## src/rtl/fetch_queue_if.sv

```systemverilog
// ID-side handshake bundle of the fetch queue.
//   master : fetch queue (drives valid and the head entry, samples ready)
//   slave  : ID stage   (samples valid and the head entry, drives ready)
// Signals:
//   id_valid_o  head entry valid
//   id_ready_i  ID stage accepts the head entry
//   id_pc_o     PC of head entry
//   id_npc_o    id_pc_o + 4, modulo 2^XLEN
//   id_instr_o  instruction of head entry
interface fetch_queue_if #(
  parameter int XLEN = 32
);
  logic            id_valid_o;
  logic            id_ready_i;
  logic [XLEN-1:0] id_pc_o;
  logic [XLEN-1:0] id_npc_o;
  logic [XLEN-1:0] id_instr_o;

  modport master (
    output id_valid_o, id_pc_o, id_npc_o, id_instr_o,
    input  id_ready_i
  );

  modport slave (
    input  id_valid_o, id_pc_o, id_npc_o, id_instr_o,
    output id_ready_i
  );
endinterface

```

## src/rtl/fetch_queue.sv

```systemverilog
// Instruction fetch queue between the PC register and the ID stage.
// Tags every synchronous imem read with its PC and buffers {pc, instr} pairs
// in a DEPTH-entry FIFO, handed to ID over a valid/ready handshake. Stalls the
// PC (stop_o) before the queue can overflow and drops wrong-path work on a
// taken branch (flush_i).
// Parameters: DEPTH (entries, power of two, >= 2), XLEN (PC/instr width).
// Ports:
//   clk, rst    clock; synchronous active-high reset
//   pc_i        current PC, this cycle's imem address
//   imem_rdata  imem read data, one cycle after the address
//   flush_i     branch taken; clears queue and in-flight fetch
//   stop_o      hold PC
//   id          ID handshake (fetch_queue_if.master)
//   count_o     occupancy
// Optional feature: define FETCH_QUEUE_BYPASS_EN to forward the in-flight
// fetch straight to ID when the queue is empty (1-cycle issue->ID).
module fetch_queue #(
  parameter int DEPTH = 4,
  parameter int XLEN  = 32
) (
  input  logic                   clk,
  input  logic                   rst,
  input  logic [XLEN-1:0]        pc_i,
  input  logic [XLEN-1:0]        imem_rdata,
  input  logic                   flush_i,
  output logic                   stop_o,
  fetch_queue_if.master          id,
  output logic [$clog2(DEPTH):0] count_o
);

  localparam int AW = $clog2(DEPTH);

  typedef struct packed {
    logic [XLEN-1:0] pc;
    logic [XLEN-1:0] instr;
  } entry_t;

  entry_t          storage [DEPTH];
  logic [AW:0]     wr_ptr;
  logic [AW:0]     rd_ptr;
  logic [AW:0]     count;
  logic [AW+1:0]   occ;
  logic            req_q;
  logic [XLEN-1:0] pc_q;
  logic            bypass_take;
  logic            wr_en;
  logic            rd_en;
  entry_t          head;

  always_comb begin
    count       = wr_ptr - rd_ptr;
    // Counting the in-flight fetch guarantees its enqueue never meets a full queue.
    occ         = {1'b0, count} + (AW+2)'(req_q);
    stop_o      = (occ >= (AW+2)'(DEPTH));
    bypass_take = 1'b0;
    head        = storage[rd_ptr[AW-1:0]];
    id.id_valid_o = (count != '0);
`ifdef FETCH_QUEUE_BYPASS_EN
    if ((count == '0) && req_q && !flush_i) begin
      id.id_valid_o = 1'b1;
      head.pc       = pc_q;
      head.instr    = imem_rdata;
      bypass_take   = id.id_ready_i;
    end
`endif
    // Storage is only popped when it holds something; a bypassed entry is
    // consumed without ever being written.
    rd_en         = (count != '0) && id.id_ready_i;
    wr_en         = req_q && !bypass_take;
    id.id_pc_o    = head.pc;
    id.id_npc_o   = head.pc + XLEN'(4);
    id.id_instr_o = head.instr;
    count_o       = count;
  end

  always_ff @(posedge clk) begin
    if (rst) begin
      wr_ptr <= '0;
      rd_ptr <= '0;
      req_q  <= 1'b0;
      pc_q   <= '0;
    end else begin
      pc_q  <= pc_i;
      req_q <= !stop_o && !flush_i;
      if (flush_i) begin
        wr_ptr <= '0;
        rd_ptr <= '0;
      end else begin
        if (wr_en) wr_ptr <= wr_ptr + (AW+1)'(1);
        if (rd_en) rd_ptr <= rd_ptr + (AW+1)'(1);
      end
    end
  end

  always_ff @(posedge clk) begin
    if (!rst && !flush_i && wr_en)
      storage[wr_ptr[AW-1:0]] <= {pc_q, imem_rdata};
  end

endmodule

```

## src/flat_wrapper.sv

```systemverilog
// flat-port wrapper written by rule: the top's interface ports become plain ports
module fetch_queue_flat 
#(
  parameter int DEPTH = 4,
  parameter int XLEN  = 32
)
  (clk, rst, pc_i, imem_rdata, flush_i, stop_o, count_o, id_id_valid_o, id_id_pc_o, id_id_npc_o, id_id_instr_o, id_id_ready_i);
  fetch_queue_if #(.XLEN(XLEN)) id_i ();
  input  logic clk;
  input  logic rst;
  input  logic [XLEN-1:0] pc_i;
  input  logic [XLEN-1:0] imem_rdata;
  input  logic flush_i;
  output logic stop_o;
  output logic [$clog2(DEPTH):0] count_o;
  output wire logic [$bits(id_i.id_valid_o)-1:0] id_id_valid_o;
  output wire logic [$bits(id_i.id_pc_o)-1:0] id_id_pc_o;
  output wire logic [$bits(id_i.id_npc_o)-1:0] id_id_npc_o;
  output wire logic [$bits(id_i.id_instr_o)-1:0] id_id_instr_o;
  input wire logic [$bits(id_i.id_ready_i)-1:0] id_id_ready_i;
  assign id_id_valid_o = id_i.id_valid_o;
  assign id_id_pc_o = id_i.id_pc_o;
  assign id_id_npc_o = id_i.id_npc_o;
  assign id_id_instr_o = id_i.id_instr_o;
  assign id_i.id_ready_i = id_id_ready_i;
  fetch_queue #(.DEPTH(DEPTH), .XLEN(XLEN)) u_core (.clk(clk), .rst(rst), .pc_i(pc_i), .imem_rdata(imem_rdata), .flush_i(flush_i), .stop_o(stop_o), .id(id_i), .count_o(count_o));
endmodule
```

## config.mk

```make
export PLATFORM = sky130hd
export DESIGN_NAME = fetch_queue_flat
export DESIGN_NICKNAME = d
export VERILOG_FILES = /design/src/rtl/fetch_queue_if.sv /design/src/rtl/fetch_queue.sv /design/src/flat_wrapper.sv
export SDC_FILE = /design/constraint.sdc
export NUM_CORES = 1
export LEC_CHECK = 0
export BUFFER_PORTS_ARGS = -buffer_cell sky130_fd_sc_hd__buf_2
export CORE_MARGIN = 3
export CORE_UTILIZATION = 55
export CTS_BUF_LIST = sky130_fd_sc_hd__clkbuf_4
export CTS_CLUSTER_SIZE = 16
export DETAILED_ROUTE_END_ITERATION = 6
export PLACE_DENSITY = 0.84
export REMOVE_ABC_BUFFERS = 1
export SYNTH_ARGS = -nofsm -noshare
export SYNTH_HDL_FRONTEND = slang
export SYNTH_SLANG_ARGS = --single-unit
```

## constraint.sdc

```tcl
create_clock -name clk -period 5.3 [get_ports clk]
set_input_delay 0.265 -clock clk [delete_from_list [all_inputs] [get_ports clk]]
set_output_delay 0.265 -clock clk [all_outputs]
set_load 0.005 [all_outputs]
```

* Word-level counts from Yosys, hierarchy flattened
Memories as Yosys holds them, arrays and structs flattened. A register that Yosys moved wholly into a read port is not among the register bits. Cells that the tools add are included.
Operators by class: add/sub/neg operators 5, order comparisons 1, mux-type cells 4, reductions and logical operators 9
Operators with widths (count):
- adder 32 x 3 -> 32 bit, second input constant | 1
- adder 3 x 1 -> 3 bit, second input constant | 2
- adder 3 x 1 -> 4 bit | 1
- greater-or-equal comparator 4 x 3 -> 1 bit, second input constant | 1
- logical AND 1 bit | 4
- 2-to-1 mux 2 bit | 2
- zero test 1 bit | 3
- nonzero test 3 bit | 1
- subtractor 3 bit | 1
- 2-to-1 mux 1 bit | 2
- OR reduction 2 bit | 1
Storage, ports and cells: bits in registers 39, bits in writable memories 256, input port bits 68, output and inout port bits 101, logic and storage cells 24, memories kept 1
Memory list:
- u_core.storage | words 4, bits a word 64, read ports 1, clocked after Yosys merged registers in 1, wr ports 1, line fetch_queue.sv:38 | entry_t storage [DEPTH];

* Depth between registers and ports, before layout
depth in word-level cells 5, mapped depth 8, mapped depth without buffers 8

* Worst setup path after synthesis
No wires, ideal clock.
kind input port to flip-flop, start input flush_i, end memory u_core.storage[3][0] (netlist name) (enable), library setup time 0.486 ns, data arrival time 3.437 ns, slack 1.377 ns, stages 3, path buffers 1, cell sequence or2_2 clkbuf_1 nor2_1
Between the ends: longest elaborated chain between the ends 5
RTL lines:
- start, declared | line flat_wrapper.sv:13 | input logic flush_i;
- zero test 1 bit | line fetch_queue.sv:96 | if (!rst && !flush_i && wr_en)
- logical AND 1 bit (2 in a row) | line fetch_queue.sv:96
- 2-to-1 mux 1 bit | line fetch_queue.sv:96
- 2-to-1 mux 1 bit (not written as such) | line fetch_queue.sv:97 | storage[wr_ptr[AW-1:0]] <= {pc_q, imem_rdata};
- end, declared | line fetch_queue.sv:38
Every way passes these cells.

==> flow_metrics.py <==
metrics = {
    "status": {
        "outcome": "complete, no violations",
    },
    "critical_path": {
        "slowest_delay_ns": 0.92,
        "crit_fanout": 44,
        "crit_chain": "mux4_1 -> ha_1 -> nand3_1 -> nor4_4 -> nand4_1 -> xnor2_1 -> buf_2",
        "cp_slowest_cell": "dfxtp_4",
        "reg2reg_slack_ns": 3.23,
        "end_kind": "output pin",
        "critPathLaunchType": "flop",
        "cp.arrival_ns": 3.61,
        "critical_path_class": "reg -> out",
        "worst_ep_required_time_ns": 5.04,
        "crit_family": "simple AND/OR/NAND/NOR gates",
        "crit_buf_inv": 1,
    },
    "timing": {
        "fin_ws_ns": 1.42,
        "fin_crit_sh": 0.732,
        "final_max_slew_viol_count": 0,
        "max_slew_margin": 0.324,
        "hold_slack_ns": 0.197,
        "hold_viol": 0,
        "period_minus_slack_ns": 3.88,
        "setup_viol": 0,
        "tns_ns": 0,
        "clock.fmax_mhz": 258,
        "worstMarginPinSlew_ns": 1.01,
        "fin_worst_skew_ns": 0.0315,
        "rsz0062_at_grt": "no",
    },
    "drt": {
        "wl_um": 22000,
        "routedLengthMet1_um": 8990,
        "highest_layer": "met4",
        "routedWlPerCell_um": 19.3,
        "viasPerCell": 5.26,
        "drtAntennaViolNets": 0,
        "vias": 6013,
        "route.met2.wl_um": 11400,
        "dr_wl_met3_um": 1260,
        "first_pass_iters": 4,
        "drc": 0,
        "drtIter0Drc": 311,
    },
    "synth": {
        "netlist.area_leader.share": 0.684,
        "yosysWarnings": 0,
        "synthCells": 537,
        "synth_area_leaders": "edfxtp_1 68%, mux4_2 9.6%, dfxtp_1 7.3%",
        "seq_area_frac_synth": 0.757,
        "yosys.area.top_type": "edfxtp_1",
        "synth_seq_cells": 297,
        "synthArstFlopShare": 0,
        "avgSynthCellArea_um2": 20.9,
        "syn-cell-area_um2": 11200,
        "synth_most_common_cell": "edfxtp_1",
        "yosys.cell_types.count": 34,
        "synth_edf_count": 256,
        "synth_common_cells": "256 x edfxtp_1, 48 x mux4_2, 41 x dfxtp_1",
        "synth_top_flop_cell": "edfxtp_1",
    },
    "clocking": {
        "numCtsBuffers": 73,
        "cts_resized": 0,
        "cts_tree": "built",
        "cts_sinks": 297,
        "ctsHtreeMaxLevel": 3,
        "root_buffer": "clkbuf_4",
        "clock_path_buffers": 3,
        "clk_pin_slew_ns": 0.06,
        "clkLatencyLatePin_ns": 0.65,
    },
    "finish": {
        "num-fill-cells": 1305,
        "design_area_um2": 13900,
        "drive_above_1_share": 0.404,
        "syn_to_final_growth_pct": 23.7,
        "layout.cells.non_filler": 1143,
        "final_nets": 903,
        "utilization": 0.703,
    },
    "global_routing": {
        "grt_pass1_vias": 6608,
        "grt_pass1_wl_um": 34300,
        "grtUsageTotal": 0.202,
        "antenna_found_initial": 1,
        "overflow": 0,
        "grt_max_degree": 65,
    },
    "die": {
        "die_h_um": 149,
        "ios": 169,
        "initial_utilization": 0.568,
        "rows": 51,
        "core_um2": 19800,
        "die-area_um2": 22200,
        "die_w_um": 149,
    },
    "power_and_ir_drop": {
        "finalPower_mw": 4.62,
        "ir_worst_vdd_uv": 185,
        "powerDensity_nw_per_um2": 332,
        "p_leak_nw": 4.99,
    },
    "placed_design": {
        "place_hpwl_um": 12600,
        "pre_cts_ws_ns": 1.98,
        "place_congestion": 0.799,
        "dp.cells": 951,
        "port-buffer-count": 168,
        "placed_area_um2": 12300,
    },
    "job": {
        "drv_cap": 0,
    },
    "min_path": {
        "min_path_type": "in -> reg",
    },
}
==> cell usage in the layout (no fill, tap or decap), drive strengths merged <==
cell type	netlist	final
a21oi	1	1
fa	1	1
dfxtp	41	41
and2b	1	1
nand3b	1	1
diode	0	1
buf	13	170
nor2	19	19
and2	3	3
xor2	10	10
or2	1	1
xnor2	22	22
a31o	1	1
bufinv	0	1
mux4	64	64
edfxtp	256	256
mux2i	1	1
and4	1	1
nand2	13	13
inv	9	13
nor2b	32	32
nand3	15	15
nand4	8	8
xnor3	1	1
dlygate4sd3	0	66
and3	6	6
nor4	2	2
clkbuf	8	112
clkinv	0	7
clkinvlp	0	1
ha	7	7
==> per-layer routing <==
layer,vias to the layer above,GRT usage
li1,2778,-
met1,2999,0.258
met2,207,0.339
met3,29,0.0514
met4,0,0.0787
met5,-,0
==> state kept, by name (all words and copies together) (netlist names), named ones only <==
signal and cells:
u_core.storage 256, u_core.rd_ptr 3, u_core.req_q 1, u_core.pc_q 32
u_core.wr_ptr 3
==> layout make-up <==
cell class,instances,area (µm²),area share
sequential,297,8520,0.612
multi-input combinational,210,2580,0.186
timing repair buffer,236,1520,0.109
clock buffer,112,841,0.0605
tap,265,332,0.0238
clock inverter,13,81.3,0.00585
inverter,9,33.8,0.00243
antenna,1,2.50,0.000180
==> logic make-up after synthesis <==
logic type / count (synthesis) / share of synthesized area
AOI/OAI and AO/OA: 2 / 0.00122
xor gates and xnor gates: 33 / 0.0269
adders and majority gates: 8 / 0.00958
buffers and inverters: 30 / 0.0150
DFF: 297 / 0.757
muxes: 65 / 0.135
and+or+nand+nor: 102 / 0.0556
==> worst paths after layout <==
| path | to | start | depth (start not counted) |
|---|---|---|---|
| setup reg to reg | flop | u_core.wr_ptr[0] | 8 |
| hold / removal | u_core.pc_q[5] | rst | 2 |
| setup / recovery | id_id_npc_o[28] | flop | 7 |
| hold reg to reg | u_core.storage[2][57] | u_core.pc_q[25] | 0 |
==> power breakdown <==
| group | total [mW] | internal [mW] | switching (mW) |
|---|---|---|---|
| combinational | 0.188 | 0.105 | 0.0826 |
| sequential | 2.58 | 2.56 | 0.0218 |
| clock | 1.85 | 1.01 | 0.838 |
==> what timing repair did <==
item,in CTS,in global routing
buffers inserted,0,0
endpoints found under the hold margin,168,0
hold buffers,66,0
No activity file was read; power rests on OpenSTA's default activity.
